===== src/rtl/alu_pkg.sv =====
// alu_pkg: ALU opcodes, command-master state type and default datapath width.
package alu_pkg;
  localparam int W_DEF = 4;
  typedef enum logic [2:0] {ADD = 3'b000, SUB = 3'b001, NOT = 3'b010, AND = 3'b011,
                            OR = 3'b100, XOR = 3'b101, LT = 3'b110, EQ = 3'b111} mode_e;
  typedef enum logic [1:0] {IDLE, DRIVE, WAIT, RESP} state_t;
endpackage


===== src/rtl/alu_cmd_master.sv =====
// alu_cmd_master: accepts one command at a time, drives a latency-LAT ALU,
// captures its result and flags and holds them until the response handshake.
module alu_cmd_master
  import alu_pkg::*;
#(
  parameter int LAT = 2,
  parameter int W   = W_DEF
) (
  input  logic         clk,
  input  logic         rst,
  input  logic         cmd_valid,
  output logic         cmd_ready,
  input  logic [2:0]   cmd_mode,
  input  logic [W-1:0] cmd_a,
  input  logic [W-1:0] cmd_b,
  input  logic [3:0]   cmd_tag,
  output logic         alu_rst_n,
  output logic [2:0]   alu_mode,
  output logic [W-1:0] alu_a,
  output logic [W-1:0] alu_b,
  input  logic [W-1:0] alu_y,
  input  logic         alu_zero,
  input  logic         alu_ovf,
  input  logic         alu_d,
  output logic         rsp_valid,
  input  logic         rsp_ready,
  output logic [W-1:0] rsp_y,
  output logic         rsp_zero,
  output logic         rsp_ovf,
  output logic         rsp_d,
  output logic [3:0]   rsp_tag,
  output logic         busy,
  output logic [7:0]   op_count
);
  localparam int CW = LAT > 1 ? $clog2(LAT) : 1;
  state_t        state;
  logic [CW-1:0] cnt;
  logic [3:0]    tag_q;
  assign alu_rst_n = ~rst;
  assign cmd_ready = state == IDLE && !rst;
  assign busy      = state != IDLE && !rst;
  // WAIT is held for LAT cycles so capture lands on edge k+LAT+1 after the accept at k
  always_ff @(posedge clk) begin
    if (rst) begin
      state     <= IDLE;
      cnt       <= '0;
      alu_mode  <= '0;
      alu_a     <= '0;
      alu_b     <= '0;
      tag_q     <= '0;
      rsp_valid <= 1'b0;
      rsp_y     <= '0;
      rsp_zero  <= 1'b0;
      rsp_ovf   <= 1'b0;
      rsp_d     <= 1'b0;
      rsp_tag   <= '0;
      op_count  <= '0;
    end else begin
      case (state)
        IDLE: if (cmd_valid) begin
          alu_mode <= cmd_mode;
          alu_a    <= cmd_a;
          alu_b    <= cmd_b;
          tag_q    <= cmd_tag;
          state    <= DRIVE;
        end
        DRIVE: begin
          cnt   <= CW'(LAT - 1);
          state <= WAIT;
        end
        WAIT: if (cnt == '0) begin
          rsp_y     <= alu_y;
          rsp_zero  <= alu_zero;
          rsp_ovf   <= alu_ovf;
          rsp_d     <= alu_d;
          rsp_tag   <= tag_q;
          rsp_valid <= 1'b1;
          state     <= RESP;
        end else cnt <= cnt - 1'b1;
        RESP: if (rsp_ready) begin
          rsp_valid <= 1'b0;
          op_count  <= op_count + 8'd1;
          state     <= IDLE;
        end
        default: state <= IDLE;
      endcase
    end
  end
endmodule


===== config.mk =====
export PLATFORM = sky130hd
export DESIGN_NAME = alu_cmd_master
export DESIGN_NICKNAME = d
export VERILOG_FILES = /design/src/rtl/alu_pkg.sv /design/src/rtl/alu_cmd_master.sv
export SDC_FILE = /design/constraint.sdc
export NUM_CORES = 1
export LEC_CHECK = 0
export CORE_ASPECT_RATIO = 0.6
export CORE_MARGIN = 10
export CORE_UTILIZATION = 24
export CTS_BUF_LIST = sky130_fd_sc_hd__clkbuf_8
export DETAILED_ROUTE_END_ITERATION = 12
export SLEW_MARGIN = 15
export SYNTH_ARGS = -nofsm -noshare
export SYNTH_HDL_FRONTEND = slang
export SYNTH_SLANG_ARGS = --single-unit

===== constraint.sdc =====
create_clock -name clk -period 3.4 [get_ports clk]
set_clock_uncertainty 0.15 [all_clocks]
set_input_delay 0.68 -clock clk [delete_from_list [all_inputs] [get_ports clk]]
set_output_delay 0.68 -clock clk [all_outputs]
set_load 0.01 [all_outputs]

==> results.py <==
metrics = {
    "pwr": {
        "p_per_area_nw_per_um2": 611,
        "clock_power_share_pct": 26.1,
        "internal_power_w": 0.000941,
        "power.leakage_nw": 0.799,
        "p_sw_w": 0.000442,
        "power_frac_comb_pct": 33.6,
        "switching_share_pct": 32.0,
        "ir_drop_mv": 0.193,
        "seqPwrFrac_pct": 40.4,
    },
    "detailed_routing": {
        "remaining_drc_errors": 0,
        "viasPerCell": 4.22,
        "avgRoutedWirePerCell_microns": 12.9,
        "finalWirelength_microns": 4220,
        "drt_iter0_drc": 59,
        "dr_total_vias": 1377,
        "ant_nets": 0,
        "dr.pass1.iters": 4,
    },
    "setup_path": {
        "critPathLaunchType": "primary input",
        "crit_type": "in -> out",
        "critPathMaxStageDelay_ns": 0.57,
        "r2r-start": "state[0]$_SDFFE_PP0P_",
        "crit_start": "rst",
        "cp_max_fo": 5,
        "critPathCaptureType": "output port",
        "worst_path_max_delay_cell": "clkdlybuf4s50_1",
        "crit_chain": "clkdlybuf4s50_1 -> inv_1 -> clkdlybuf4s50_1",
        "cp.required_ns": 2.57,
        "crit_path_frequent_cell": "clkdlybuf4s50_1",
        "arrival_ns": 1.90,
    },
    "cts": {
        "cts_tree": "done",
        "post_cts_resized": 0,
        "h-tree-depth": 2,
        "cts_hold_buf": 0,
        "post_cts.repair.setup_buffers": 0,
        "cts_buffer_depth": 2,
        "clk_latency_ns": 0.28,
        "numClockSinks": 38,
        "cts_root_buf": "clkbuf_8",
        "cts_inserted_buffers": 5,
        "clk_pin_slew_ns": 0.07,
    },
    "synth": {
        "synthTopCellsByArea": "dfxtp_1 (51%), nand2_1 (14%), a21oi_1 (12%)",
        "synth_top_family_by_area": "simple AND/OR/NAND/NOR gates",
        "postSynthCellCount": 182,
        "synth_top_area_share_pct": 51.5,
        "synthXorXnorAreaFrac_pct": 1.19,
        "yosysWarningCount": 0,
        "synth_flop_cell": "dfxtp_1",
        "synthArstFlopShare_pct": 0,
        "synthesis.area_sq_um": 1480,
        "synth_fa_ha_area_share_pct": 3.39,
        "synth-edff-count": 0,
        "synth.area.mux_share_pct": 0,
        "synth_top_area_cell": "dfxtp_1",
        "synth_nets": 212,
        "synth_compound_area_share_pct": 16.3,
        "synth-seq-cells": 38,
        "yosysUniqueCellTypes": 25,
        "avgSynthCellArea_sq_um": 8.12,
        "ys_seq_area_share_pct": 51.5,
        "yosys.area_share.simple_pct": 24.0,
    },
    "finish": {
        "final_cell_mix": "clkdlybuf4s50_1 (59), nand2_1 (57), dfxtp_1 (38), a21oi_1 (34), clkbuf_8 (8)",
        "drive_above_1_share_pct": 5.79,
        "syn_to_final_growth_pct": 53.1,
        "antenna_cells": 0,
        "fin_cells": 326,
        "final_common_cell": "clkdlybuf4s50_1",
        "nFillCells": 627,
        "layout.nets": 271,
        "fin_area_sq_um": 2260,
    },
    "sta": {
        "setup_tns_ns": 0,
        "setup_ws_ns": 0.666,
        "relSlewSlack_pct": 37.5,
        "post-route-min-period_ns": 2.73,
        "worstMarginPinSlew_ns": 0.936,
        "hold_viol": 0,
        "fmax_mhz": 366,
        "hold_ws_ns": 0.304,
        "slew_viol_final": 0,
        "fin_crit_sh_pct": 80.4,
        "rsz0062_at_grt": "false",
        "setup_viol": 0,
    },
    "global_routing": {
        "grt_usage_pct": 8.42,
        "antenna_found_initial": 0,
        "gr-total-overflow": 0,
        "grt_pass1_wl_microns": 6530,
        "grt_max_degree": 23,
        "grt_pass1_vias": 1312,
    },
    "min_path": {
        "hold_class": "reg -> reg",
        "worstHoldStart": "tag_q[2]$_SDFFE_PP0P_",
    },
    "place": {
        "gp_congestion": 0.722,
        "dpl.cell_count": 318,
        "placed_cell_area_sq_um": 2150,
        "pre_cts_ws_ns": 0.688,
        "portBuffers": 59,
        "dp_hpwl_microns": 3110,
    },
    "status": {
        "status": "finished, final reports clean",
    },
    "floorplanning": {
        "num_rows": 22,
        "die_x_microns": 121,
        "num_io_pins": 60,
        "start_util_pct": 24.5,
        "fp.dieH_microns": 80.8,
        "dieArea_sq_um": 9800,
        "coreArea_sq_um": 6030,
    },
    "run": {
        "maxCapViolCount": 0,
    },
}
[final timing paths]
check	to	slack, ns	cells after the start
setup / recovery	alu_rst_n	0.67	3
hold reg to reg	rsp_tag[2]$_SDFFE_PP0P_	0.30	2
setup reg to reg	rsp_tag[0]$_SDFFE_PP0P_	1.47	5
hold / removal	rsp_tag[2]$_SDFFE_PP0P_	0.30	2
[routing by layer]
layer | GRT usage (%) | part of all wire [%] | vias up
met2 | 10.9 | 37 | 43
met1 | 10.9 | 50 | 608
li1 | - | - | 721
met3 | 5.68 | 12 | 5
met4 | 2.49 | 0.95 | 0
met5 | 0 | 0 | -
[per-stage QoR]
| stage | utilization, % | total power, W |
|---|---|---|
| 2_1_floorplan | - | 0.000830 |
| 3_3_place_gp | 35.7 | 0.00103 |
| 3_5_place_dp | 35.7 | 0.00104 |
| 4_1_cts | 37.5 | 0.00141 |
| 5_1_grt | 37.5 | 0.00148 |
| 6_report | 37.5 | 0.00138 |
[flip-flops by register name, indices dropped and copies added, names as in the netlist]
name / cells
state: 2
op_count: 8
rsp_zero: 1
alu_a: 4
rsp_ovf: 1
cnt: 1
rsp_tag: 4
alu_b: 4
rsp_y: 4
rsp_d: 1
tag_q: 4
rsp_valid: 1
alu_mode: 3
[Yosys cell counts (3+ instances only)]
master,number
dfxtp_1,38
clkbuf_1,7
nor2_1,5
inv_1,5
nand3_1,4
nand2_1,57
ha_1,4
o21ai_0,4
nand2b_1,3
a21oi_1,34
or3_1,4
[power by group through the flow]
stage                     logic, W  clock network (W)  registers [W]
after floorplan           0.000243                  0       0.000588
after global placement    0.000467                  0       0.000566
after detailed placement  0.000472                  0       0.000568
after CTS                 0.000474           0.000382       0.000558
after global routing      0.000515           0.000400       0.000568
final                     0.000464           0.000361       0.000558
[final cells by class]
type / instances / area (sq um) / share of cell area, %
Clock buffer: 8 / 110 / 4.87
Inverter: 5 / 18.8 / 0.830
Multi-Input combinational cell: 130 / 662 / 29.3
Sequential cell: 38 / 761 / 33.6
Tap cell: 84 / 105 / 4.65
Timing Repair Buffer: 61 / 606 / 26.8
[cells by family after synthesis]
logic type               count (synthesis)
AO/OA/AOI/OAI                           44
adder cells (fa/ha/maj)                  4
flip-flops                              38
XOR/XNOR                                 2
buffers and inverters                   14
AND/OR/NAND/NOR                         80
[critical path, delay by kind of cell]
family / cells / cell delay (ns)
buf+inv: 3 / 1.22
Power figures use the tool's default switching activity.
